### src/rtl/sar_pkg.sv
// Shared types and constants for the SAR analog front-end emulator.
package sar_pkg;

  localparam int SAR_BITS = 8;
  localparam logic [15:0] LFSR_SEED = 16'hACE1;

  // Conversion sequencing as seen from the front end.
  typedef enum logic [1:0] {
    S_IDLE  = 2'd0,
    S_TRACK = 2'd1,
    S_HOLD  = 2'd2,
    S_CHECK = 2'd3
  } state_t;

endpackage

### src/rtl/sar_noise_lfsr.sv
// 16-bit Fibonacci LFSR (taps 16,14,13,11) used as the comparator noise source.
// Only instantiated when AFE_NOISE_EN is defined.
module sar_noise_lfsr
  import sar_pkg::*;
(
  input  logic       clk,
  input  logic       rst,
  output logic [1:0] noise_bits
);

  logic [15:0] lfsr;
  logic        feedback;

  assign feedback   = lfsr[15] ^ lfsr[13] ^ lfsr[12] ^ lfsr[10];
  assign noise_bits = lfsr[1:0];

  // Advance every clock; reseed on reset.
  always_ff @(posedge clk) begin
    if (rst) lfsr <= LFSR_SEED;
    else     lfsr <= {lfsr[14:0], feedback};
  end

endmodule

### src/rtl/sar_afe_emulator.sv
// Digital twin of the SAR ADC front end: bootstrap switch, capacitive DAC and
// clocked comparator, plus a protocol monitor and final-code checker.
// Optional build macro AFE_NOISE_EN adds LFSR comparator noise and relaxes the
// final-code check to a +/-1 LSB tolerance.
//
// Result signalling: conv_done is a one-cycle strobe; conv_ok carries the
// outcome of that check and holds it until the next check. There is no
// backpressure -- the controller drives s_clk/cmp_clk/eoc and this block
// only responds.
module sar_afe_emulator
  import sar_pkg::*;
#(
  parameter int OFFSET = 0,
  parameter int CNT_W  = 16
) (
  input  logic                clk,
  input  logic                rst,
  input  logic [SAR_BITS-1:0] vin,
  input  logic                s_clk,
  input  logic                cmp_clk,
  input  logic [SAR_BITS-1:0] dac_code,
  input  logic                eoc,
  input  logic                clr_err,
  output logic                cmp_out,
  output logic [SAR_BITS-1:0] held_code,
  output logic                conv_done,
  output logic                conv_ok,
  output logic [CNT_W-1:0]    conv_count,
  output logic                err_seq,
  output logic                err_mismatch,
  output state_t              state
);

  localparam logic signed [9:0] OFFSET_S = 10'(OFFSET);

  logic                s_d, cmp_d, cmp_q;
  logic [3:0]          cmp_cnt;
  logic                s_rise, s_fall, cmp_rise;
  logic [SAR_BITS-1:0] vin_eff, expected;
  logic signed [9:0]   noise, cmp_lhs, exp_sum;
  logic                match;

  assign s_rise   = s_clk & ~s_d;
  assign s_fall   = ~s_clk & s_d;
  assign cmp_rise = cmp_clk & ~cmp_d;

  // Switch closed (tracking) while s_clk is high, otherwise the held sample.
  assign vin_eff = s_clk ? vin : held_code;
  assign cmp_lhs = $signed({2'b00, vin_eff}) + OFFSET_S + noise;
  assign exp_sum = $signed({2'b00, held_code}) + OFFSET_S;

  // Reset-phase comparator: decision only visible while cmp_clk is high.
  assign cmp_out = cmp_clk & cmp_q;

  // Ideal final code is the held sample shifted by offset, clamped to range.
  always_comb begin
    expected = exp_sum[SAR_BITS-1:0];
    if (exp_sum < 10'sd0)        expected = '0;
    else if (exp_sum > 10'sd255) expected = '1;
  end

`ifdef AFE_NOISE_EN
  logic [1:0]        noise_bits;
  logic signed [9:0] code_diff;

  sar_noise_lfsr u_noise (
    .clk        (clk),
    .rst        (rst),
    .noise_bits (noise_bits)
  );

  // Map two LFSR bits to -1/0/+1 LSB of comparator noise.
  always_comb begin
    noise = 10'sd0;
    case (noise_bits)
      2'b00:   noise = -10'sd1;
      2'b11:   noise = 10'sd1;
      default: noise = 10'sd0;
    endcase
  end

  assign code_diff = $signed({2'b00, dac_code}) - $signed({2'b00, expected});
  assign match     = (code_diff >= -10'sd1) && (code_diff <= 10'sd1);
`else
  assign noise = 10'sd0;
  assign match = (dac_code == expected);
`endif

  // Edge strobes, comparator register and the sequencing FSM.
  // Event priority inside a state: s_clk rise > eoc > cmp_clk rise.
  always_ff @(posedge clk) begin
    if (rst) begin
      s_d          <= 1'b0;
      cmp_d        <= 1'b0;
      cmp_q        <= 1'b0;
      cmp_cnt      <= 4'd0;
      held_code    <= '0;
      conv_done    <= 1'b0;
      conv_ok      <= 1'b0;
      conv_count   <= '0;
      err_seq      <= 1'b0;
      err_mismatch <= 1'b0;
      state        <= S_IDLE;
    end else begin
      s_d       <= s_clk;
      cmp_d     <= cmp_clk;
      cmp_q     <= (cmp_lhs >= $signed({2'b00, dac_code}));
      conv_done <= 1'b0;
      // Clearing first; any error raised below overrides the clear.
      err_seq      <= err_seq & ~clr_err;
      err_mismatch <= err_mismatch & ~clr_err;
      case (state)
        S_IDLE: begin
          if (s_rise)              state <= S_TRACK;
          else if (eoc | cmp_rise) err_seq <= 1'b1;
        end
        S_TRACK: begin
          if (s_fall) begin
            held_code <= vin;
            cmp_cnt   <= 4'd0;
            state     <= S_HOLD;
          end
          if (cmp_rise) err_seq <= 1'b1;
        end
        S_HOLD: begin
          if (s_rise) begin
            err_seq <= 1'b1;
            state   <= S_TRACK;
          end else if (eoc) begin
            if (cmp_cnt == 4'd8) begin
              state <= S_CHECK;
            end else begin
              err_seq <= 1'b1;
              state   <= S_IDLE;
            end
          end else if (cmp_rise) begin
            if (cmp_cnt >= 4'd8)  err_seq <= 1'b1;
            if (cmp_cnt != 4'd15) cmp_cnt <= cmp_cnt + 4'd1;
          end
        end
        S_CHECK: begin
          conv_done <= 1'b1;
          conv_ok   <= match;
          if (match) conv_count   <= conv_count + CNT_W'(1);
          else       err_mismatch <= 1'b1;
          state <= s_rise ? S_TRACK : S_IDLE;
        end
        default: state <= S_IDLE;
      endcase
    end
  end

endmodule

### config.mk
export PLATFORM = sky130hd
export DESIGN_NAME = sar_afe_emulator
export DESIGN_NICKNAME = d
export VERILOG_FILES = /design/src/rtl/sar_pkg.sv /design/src/rtl/sar_noise_lfsr.sv /design/src/rtl/sar_afe_emulator.sv
export SDC_FILE = /design/constraint.sdc
export NUM_CORES = 1
export LEC_CHECK = 0
export ABC_AREA = 1
export CAP_MARGIN = 15
export CORE_ASPECT_RATIO = 1.4
export CORE_MARGIN = 1
export CORE_UTILIZATION = 50
export DETAILED_ROUTE_END_ITERATION = 16
export PLACE_DENSITY = 0.8
export RECOVER_POWER = 25
export SLEW_MARGIN = 10
export SYNTH_ARGS = -nofsm -noshare
export SYNTH_HDL_FRONTEND = slang
export SYNTH_SLANG_ARGS = --single-unit
export TNS_END_PERCENT = 1
### constraint.sdc
create_clock -name clk -period 2.9 [get_ports clk]
set_input_delay 0.29 -clock clk [delete_from_list [all_inputs] [get_ports clk]]
set_output_delay 0.29 -clock clk [all_outputs]
set_load 0.02 [all_outputs]
======== After elaboration in Yosys (flattened, before gate mapping) ========
Cells that the tools add are included.
cells by class
  add/subtract/negate cells ............... 2
  order comparisons ....................... 4
  equal/unequal tests ..................... 13
  multiplexer cells ....................... 28
  bitwise operators ....................... 11
  reduce and logical (&&, ||, !) cells .... 6
operator list
  kind                                                                          number
  8-bit two-way mux                                                             3
  4-bit two-way mux                                                             5
  16-bit by 1-bit adder with 16-bit output, second input constant               1
  1-bit two-way mux                                                             12
  2-bit inequality test, second input constant                                  6
  2-bit two-way mux                                                             5
  8-bit == test                                                                 1
  8-bit >= comparator                                                           1
  8-bit > comparator, second input constant                                     1
  8-bit by 1-bit less-than comparator with 1-bit output, second input constant  1
  2-bit one-hot mux with 4 select lines                                         1
  4-bit one-hot mux with 2 select lines                                         1
  1-bit AND                                                                     6
  6-bit AND reduction                                                           1
  4-bit by 1-bit adder with 4-bit output, second input constant                 1
  2-bit == test, second input constant                                          2
  4-bit == test, second input constant                                          1
  4-bit >= comparator, second input constant                                    1
  4-bit inequality test, second input constant                                  1
  1-bit NOT                                                                     4
  2-bit AND reduction                                                           2
  3-bit inequality test, second input constant                                  1
  1-bit one-hot mux with 3 select lines                                         1
  3-bit AND reduction                                                           1
  4 further kinds                                                               4
storage, ports and cells
  bits in registers ....................... 37
  bits of input ports ..................... 22
  word-level logic and storage cells ...... 75

======== Depth between registers and ports, before layout ========
Gate-level depths: netlist of run 1.
  depth in word-level cells ............... 7
  gate-level depth with buffers ........... 11

======== Least setup slack after synthesis of run 1 ========
OpenSTA, ideal clock, no wires.
  path type ............................... reg-to-reg
  start point ............................. register conv_count[0]
  end point ............................... register conv_count[14]
  library setup time ...................... 134 ps
  arrival ................................. 1,343 ps
  slack ................................... 1,423 ps
  stages on the path, launching flop included .. 9
  cell sequence ........................... dfxtp_1 > ha_1 > nand2_1 > nor2_1 > nand3_1 > nand2_1 > nand2_1 > nand3_1 > a21oi_1
between the ends
  word-level cells in the longest chain between the ends .. 1
RTL lines
  what                                      line                     source
  from (decl)                               sar_afe_emulator.sv:28   output logic [CNT_W-1:0] conv_count,
  from (signal assigned)                    sar_afe_emulator.sv:144  if (match) conv_count <= conv_count + CNT_W'(1);
  16-bit by 1-bit adder with 16-bit output  sar_afe_emulator.sv:144
Every way passes these cells.
A chain may end at the register's enable or synchronous reset.

==> impl_metrics.yaml, run 1 <==
outcome:
  status: "completed"
final_layout:
  areaGrowthSynthToFinish_pct: 27.8
  final_common_cell: "nand2_1"
  fin_area_um2: 2990
  seq_area_um2: 741
  layout_common_cells: "nand2_1 (106), inv_1 (42), clkdlybuf4s50_1 (39)"
  layoutNonFillerInstCount: 473
  fillerInstances: 433
  multi_input_area_um2: 1380
  num_antenna_cells: 0
  layout-drive-gt1-share_pct: 6.81
  fin_nets: 443
clock_network:
  cts_buffer_depth: 2
  ctsHoldBuffers: 0
  clkTransAtPathRegs_ns: 0.07
  cts_setup_buffers: 0
  cts_root_buffer: "clkbuf_8"
  cts.sinks: 37
  insertion_delay_ns: 0.29
  cts_buffers: 5
  cts.repair.resized: 0
  htree_levels: 2
  cts_tree: "built"
synth:
  netlist_instances: 359
  synth_seq_cells: 37
  synth_area_per_cell_um2: 6.51
  ys.flop_type: "dfxtp_1"
  yosysWarnings: 0
  async_flop_share_pct: 0
  synth_edf_count: 0
  synth_top_area_share_pct: 31.7
  syn-cell-area_um2: 2340
  seq_area_frac_synth_pct: 31.7
  syn-num-nets: 392
  synth.largest_area_cell: "dfxtp_1"
  synth_area_leaders: "dfxtp_1 (32%), nand2_1 (17%), a21oi_1 (7.7%), inv_1 (6.7%), ha_1 (5.9%)"
  synthDistinctLibCells: 29
global_routing:
  grt_max_degree: 27
  grt_util_met2_pct: 42.2
  use_met1_pct: 26.4
  antenna_found_initial: 0
  overflow: 0
  grt_pass1_wl_mm: 9.05
  grt_usage_pct: 23.6
  use_met3_pct: 4.05
  first_global_vias: 2142
  grt.busiest_layer: "met2"
worst_setup_path:
  crit_path_start: "rst"
  cp-end-kind: "flop"
  endpoint: "cmp_cnt[2]"
  rrSetupSlack_ns: 1.28
  critical_path_class: "input port to flop"
  reg2reg_depth: 7
  worstPathMaxFanout: 26
  crit_arrival_ns: 2.43
  start_kind: "input port"
  crit_required_ns: 3.08
  r2r_start: "conv_count[0]"
  r2r-end: "conv_count[8]"
placement:
  port_buffers: 52
  place_ws_ns: 0.718
  dp_hpwl_mm: 4.05
  place_area_um2: 2890
  finalWeightedCongestion: 0.853
  placed_cells: 465
pwr:
  power_mw: 1.22
  irDropWorstVdd_uv: 309
  leakagePower_nw: 1.22
  power_density_nw_per_um2: 408
drt:
  wl_per_cell_um: 11.5
  ant_nets: 0
  first_pass_iters: 4
  drcViolationCount: 0
  dr_total_vias: 2400
  routed_wl_mm: 5.44
  vias_per_cell: 5.07
  drt-initial-drc-count: 120
sta:
  fin_crit_sh_pct: 77.6
  clock_skew_ns: 0.00503
  period_minus_slack_ns: 2.25
  hold_violations: 0
  fmax_ghz: 0.444
  slew_headroom_pct: 20.1
  fin_tns_setup_ns: 0
  worst_pin_slew_ns: 1.20
  rsz0062_at_grt: "no"
  finalSetupViolCount: 0
  final-max-slew-violation-count: 0
  layout_setup_ws_ns: 0.649
floorplanning:
  rows: 29
  coreArea_um2: 4500
  initial_core_util_pct: 51.9
  ios: 53
  die_x_um: 59.8
  dieArea_um2: 4950
  fp.dieH_um: 82.9
job:
  cap_viol_max_count: 0
hold_path:
  hp-class: "flop to flop"
==> cell families after synthesis <==
family	synth area share, %
adder cells (fa/ha/maj)	5.89
AND/OR/NAND/NOR	33.9
buffers and inverters	9.43
AO/OA/AOI/OAI	15.4
XOR/XNOR	3.75
flip-flops	31.7
==> cells in the mapped netlist, types with 5 or more instances <==
master,n
nand2_1,106
ha_1,11
nor2_2,7
nor2_1,25
xor2_1,6
dfxtp_1,37
inv_1,42
nand3_1,25
o21ai_0,24
nand4_1,7
a21oi_1,36
clkbuf_1,5
==> report_power, final <==
part / leakage (nW) / switching, mW / total, mW / internal, mW
Combinational: 0.862 / 0.161 / 0.271 / 0.109
Sequential: 0.300 / 0.0193 / 0.551 / 0.531
Clock: 0.0542 / 0.183 / 0.397 / 0.215
==> worst min-delay path by stage <==
stage	cells past startpoint	startpoint	slack, ns	endpoint
finish	2	err_mismatch	0.47	err_mismatch
global route	2	err_seq	0.49	err_seq
CTS	2	err_mismatch	0.48	err_mismatch
detailed placement	2	err_mismatch	0.47	err_mismatch
global placement	2	err_mismatch	0.46	err_mismatch
floorplan	2	cmp_clk	0.41	cmp_d
==> cell type report <==
type	instances	share of cell area, %
multi-input combinational	269	46.1
sequential	37	24.8
timing repair buffer	53	17.6
inverter	44	5.57
clock buffer	7	3.23
tap	62	2.60
clock inverter	1	0.168
==> flip-flops by register name, indices dropped and copies added, names as in the netlist <==
name / count
cmp_cnt: 4
conv_count: 16
err_mismatch: 1
state: 2
err_seq: 1
cmp_d: 1
conv_ok: 1
cmp_q: 1
held_code: 8
s_d: 1
conv_done: 1
==> worst max-delay path: stages <==
cell and delay, ns:
clkdlybuf4s50_1 0.45, clkbuf_1 0.87, inv_1 0.45, nand2_1 0.19
o21bai_1 0.12, nor2_1 0.06
==> through the flow <==
step | util [%] | hold WS, ns
after detailed placement | 64.2 | 0.466
after floorplan | - | 0.415
after CTS | 66.4 | 0.480
after global routing | 66.4 | 0.489
final | 66.4 | 0.469
after global placement | 64.2 | 0.463
==> layer usage <==
metal | up-vias | part of all wire, % | routed length (µm)
met4 | 0 | 1.5 | 82
met1 | 1067 | 41 | 2210
met5 | - | 0 | 0
met2 | 60 | 54 | 2950
met3 | 9 | 3.5 | 189
li1 | 1264 | - | -
No activity file was read; power rests on OpenSTA's default activity.
==> run 2, diff against run 1 <==
==> constraint.sdc (replaced) <==
create_clock -name clk -period 2.3 [get_ports clk]
set_input_delay 0.23 -clock clk [delete_from_list [all_inputs] [get_ports clk]]
set_output_delay 0.23 -clock clk [all_outputs]
set_load 0.02 [all_outputs]
==> impl_metrics.yaml, run 2 (synthesized netlist as in run 1, its figures left out) <==
outcome:
  status: "completed"
pwr:
  irDropWorstVdd_uv: 327
  leakagePower_nw: 1.21
  power_density_nw_per_um2: 505
placement:
  dp_hpwl_mm: 4.10
  port_buffers: 52
  finalWeightedCongestion: 0.854
  placed_cells: 466
worst_setup_path:
  cp_slowest_cell: "clkdlybuf4s50_1"
  path_buf_inv: 3
  cp-end-kind: "flop"
  crit_chain: "clkdlybuf4s50_1 > inv_1 > nand2_1 > nand2_1 > ha_1 > nand2_1 > nor2_1 > nand4_1 > nand3_1 > nand2_1 > inv_1"
  max_stage_delay_ns: 0.76
  critPathTopFamily: "buffers and inverters"
  start_kind: "input port"
  crit_arrival_ns: 2.04
  critical_path_class: "input port to flop"
  worstPathMaxFanout: 16
  cpMostUsedCell: "nand2_1"
  crit_required_ns: 2.54
final_layout:
  seq_area_um2: 741
  reg.largest.list: "conv_count x16, held_code x8, cmp_cnt x4"
  areaGrowthSynthToFinish_pct: 27.5
  layout_common_cells: "nand2_1 (106), inv_1 (42), clkdlybuf4s50_1 (39)"
  fillerInstances: 431
  num_antenna_cells: 0
  multi_input_area_um2: 1380
  final_common_cell: "nand2_1"
  layoutNonFillerInstCount: 473
  layout-drive-gt1-share_pct: 6.57
  top_register: "conv_count"
  fin_nets: 444
  largest_reg_flops: 16
drt:
  dr_total_vias: 2423
  wl_per_cell_um: 11.5
  highest_layer: "met4"
  ant_nets: 0
  routed_wl_mm: 5.44
  drcViolationCount: 0
  vias_per_cell: 5.12
  m1WireLength_mm: 2.28
  drt-initial-drc-count: 206
  met2_wirelength_mm: 2.84
  first_pass_iters: 4
  route.met3.wl_um: 187
sta:
  slew_headroom_pct: 25.6
  hold_violations: 0
  worst_pin_slew_ns: 1.12
  fmax_ghz: 0.554
  clock_skew_ns: 0.00895
  finalSetupViolCount: 0
  final-max-slew-violation-count: 0
  fin_tns_setup_ns: 0
  fin_crit_sh_pct: 78.5
  period_minus_slack_ns: 1.81
  rsz0062_at_grt: "no"
clock_network:
  cts.repair.resized: 0
  ctsHoldBuffers: 0
  cts_tree: "built"
  cts_buffers: 5
  clkTransAtPathRegs_ns: 0.07
  cts.sinks: 37
  cts_buffer_depth: 2
  cts_root_buffer: "clkbuf_8"
  insertion_delay_ns: 0.29
  htree_levels: 2
  cts_setup_buffers: 0
floorplanning:
  die_x_um: 59.8
  fp.dieH_um: 82.9
  dieArea_um2: 4950
  initial_core_util_pct: 51.9
  ios: 53
  coreArea_um2: 4500
  rows: 29
global_routing:
  grt_usage_pct: 23.5
  grt_pass1_wl_mm: 9.11
  grt_max_degree: 26
  overflow: 0
  first_global_vias: 2192
  antenna_found_initial: 0
job:
  cap_viol_max_count: 0
hold_path:
  hp-class: "flop to flop"
## run 2: path summary, 6_finish.rpt
kind | start | endpoint | slack [ns] | cells after the start
max reg2reg | conv_count[0] | conv_count[8] | 0.66 | 7
min reg2reg | err_mismatch | err_mismatch | 0.47 | 2
max | s_clk | cmp_q | 0.49 | 11
min | err_mismatch | err_mismatch | 0.47 | 2
## run 2: worst register-to-register path, stage by stage (launching register included)
cell	delay, ns
dfxtp_1	0.46
ha_1	0.30
inv_1	0.07
nor2_2	0.20
nand2_1	0.10
xnor2_1	0.17
nand3_1	0.10
a21oi_1	0.15
## run 2: final cells by class
type	count	share of cell area [%]
Clock buffer	7	2.90
Inverter	44	5.59
Multi-Input combinational cell	269	46.2
Sequential cell	37	24.9
Tap cell	62	2.61
Timing Repair Buffer	54	17.9
## run 2: per-stage QoR
step | total power, mW | utilization (%) | cell area [µm²] | hold slack (ns) | setup slack (ns)
after floorplan | 0.923 | - | 2340 | 0.355 | 0.823
after global placement | 1.05 | 64.3 | 2900 | 0.463 | 0.257
after detailed placement | 1.06 | 64.3 | 2900 | 0.465 | 0.185
after CTS | 1.52 | 66.3 | 2980 | 0.479 | 0.490
after global routing | 1.58 | 66.2 | 2980 | 0.490 | 0.205
final | 1.50 | 66.2 | 2980 | 0.471 | 0.494
## run 2: per-layer routing
layer / global-route usage, % / vias up
met4: 10.6 / 0
met1: 25.0 / 1089
met5: 0 / -
li1: - / 1260
met2: 42.3 / 58
met3: 4.67 / 16
## run 2: power breakdown
part	switching, mW	internal [mW]	leakage, nW
clock	0.229	0.238	0.0443
sequential	0.0232	0.670	0.300
combinational	0.204	0.140	0.864
total	0.456	1.05	1.21
==> run 3, diff against run 2 <==
--- a/config.mk
+++ b/config.mk
@@ -9,9 +9,9 @@
 export CAP_MARGIN = 15
 export CORE_ASPECT_RATIO = 1.4
 export CORE_MARGIN = 1
-export CORE_UTILIZATION = 50
+export CORE_UTILIZATION = 46
 export DETAILED_ROUTE_END_ITERATION = 16
-export PLACE_DENSITY = 0.8
+export PLACE_DENSITY = 0.77
 export RECOVER_POWER = 25
 export SLEW_MARGIN = 10
 export SYNTH_ARGS = -nofsm -noshare
==> constraint.sdc (replaced) <==
create_clock -name clk -period 1.6 [get_ports clk]
set_input_delay 0.16 -clock clk [delete_from_list [all_inputs] [get_ports clk]]
set_output_delay 0.16 -clock clk [all_outputs]
set_load 0.02 [all_outputs]
==> impl_metrics.yaml, run 3 (synthesized netlist as in run 1, its figures left out) <==
final_layout:
  layout-drive-gt1-share_pct: 9.48
  num_antenna_cells: 0
  reg.largest.list: "conv_count x16, held_code x8, cmp_cnt x4"
  layout_common_cells: "nand2_1 (106), clkdlybuf4s50_1 (51), inv_1 (42)"
  fin_nets: 454
  top_register: "conv_count"
  areaGrowthSynthToFinish_pct: 32.8
  final_common_cell: "nand2_1"
  largest_reg_flops: 16
  fillerInstances: 467
worst_setup_path:
  r2r_start: "held_code[1]"
  crit_required_ns: 1.44
  max_stage_delay_ns: 0.64
  path_buf_inv: 1
  critPathTopFamily: "buffers and inverters"
  reg2reg_depth: 9
  crit_arrival_ns: 1.39
  cp_slowest_cell: "clkdlybuf4s50_1"
  start_kind: "flop"
  crit_chain: "clkdlybuf4s50_1"
  cp-end-kind: "output pin"
  critical_path_class: "flop to output pin"
  r2r-end: "cmp_q"
  rrSetupSlack_ns: 0.17
  worstPathMaxFanout: 6
global_routing:
  grt_pass1_wl_mm: 9.45
  antenna_found_initial: 0
  first_global_vias: 2186
  grt_usage_pct: 21.8
  overflow: 0
  grt_max_degree: 26
drt:
  vias_per_cell: 5.08
  drcViolationCount: 0
  routed_wl_mm: 5.57
  drt-initial-drc-count: 202
  wl_per_cell_um: 11.5
  dr_total_vias: 2470
  first_pass_iters: 5
  ant_nets: 0
placement:
  finalWeightedCongestion: 0.920
  place_ws_ns: -0.218
  dp_hpwl_mm: 4.22
  port_buffers: 52
pwr:
  leakagePower_nw: 1.26
  irDropWorstVdd_uv: 447
  power_density_nw_per_um2: 701
clock_network:
  cts_buffers: 5
  cts_root_buffer: "clkbuf_8"
  htree_levels: 2
  cts.sinks: 37
  ctsHoldBuffers: 0
  cts_buffer_depth: 2
  clkTransAtPathRegs_ns: 0.08
  cts_tree: "built"
  insertion_delay_ns: 0.29
floorplanning:
  die_x_um: 62.2
  initial_core_util_pct: 47.9
  rows: 30
  fp.dieH_um: 86.3
  ios: 53
  coreArea_um2: 4880
  dieArea_um2: 5370
sta:
  worst_pin_slew_ns: 0.364
  layout_setup_ws_ns: 0.0542
  period_minus_slack_ns: 1.55
  fin_crit_sh_pct: 96.6
  slew_headroom_pct: 75.7
  clock_skew_ns: 0.00514
  hold_violations: 0
  timing.hold.ws_ns: 0.434
  final-max-slew-violation-count: 0
  finalSetupViolCount: 0
  fmax_ghz: 0.647
  rsz0062_at_grt: "yes"
hold_path:
  hold-path-cell-count: 3
  min_from: "cmp_clk"
  min_to: "cmp_d"
  hp-class: "input port to flop"
job:
  cap_viol_max_count: 0
outcome:
  status: "completed"
-- run 3: per-stage QoR --
| step | util [%] | TNS, ns | power [mW] | cells | cell area [µm²] |
|---|---|---|---|---|---|
| after floorplan | - | 0 | 1.33 | 359 | 2340 |
| after global placement | 61.7 | -0.173 | 1.53 | 478 | 3010 |
| after detailed placement | 61.7 | -0.715 | 1.54 | 478 | 3010 |
| after CTS | 63.5 | 0 | 2.20 | 486 | 3100 |
| after global routing | 63.6 | 0 | 2.29 | 486 | 3100 |
| final | 63.6 | 0 | 2.18 | 486 | 3100 |
-- run 3: power breakdown --
group	switching [mW]	internal, mW
registers	0.0346	0.963
logic	0.297	0.227
clock network	0.353	0.301
total	0.685	1.49
-- run 3: worst register-to-register path, cell delays in order, from the launching register on --
cell and delay [ns]:
dfxtp_1 0.38, inv_1 0.08, o21ai_0 0.17, ha_1 0.27, a21oi_1 0.14, o21ai_0 0.08
nand2_1 0.06, nand3_1 0.06, nand2_1 0.06, inv_1 0.04
-- run 3: how the worst max path moves through the flow --
stage / end / startpoint / depth (start not counted)
after CTS: conv_count[2] / conv_count[2] / 1
final: conv_count[9] / conv_count[9] / 1
after detailed placement: cmp_q / s_clk / 12
after floorplan: conv_count[14] / conv_count[0] / 8
after global routing: conv_count[7] / conv_count[7] / 1
after global placement: cmp_q / s_clk / 12
-- run 3: repair_timing --
item | in CTS | in global routing
setup endpoints to repair | 0 | 3
buffers inserted | 0 | 0
gates resized for setup | 0 | 2
-- run 3: area by class of cell --
cell class              instances  area [µm²]  share of cell area [%]
inverters                      44         166                    5.36
well taps                      64        80.1                    2.58
clock buffers                   5        68.8                    2.22
flip-flops and latches         37         741                    23.9
repair buffers                 64         654                    21.1
clock inverters                 3        17.5                   0.565
multi-input cells             269        1380                    44.3
-- run 3: metal layers --
layer	up-vias	global-route usage, %	share of wire [%]
li1	1280	-	-
met1	1113	23.1	41
met2	67	42.7	53
met3	10	3.95	4.3
met4	0	8.03	1.7
met5	-	0	0
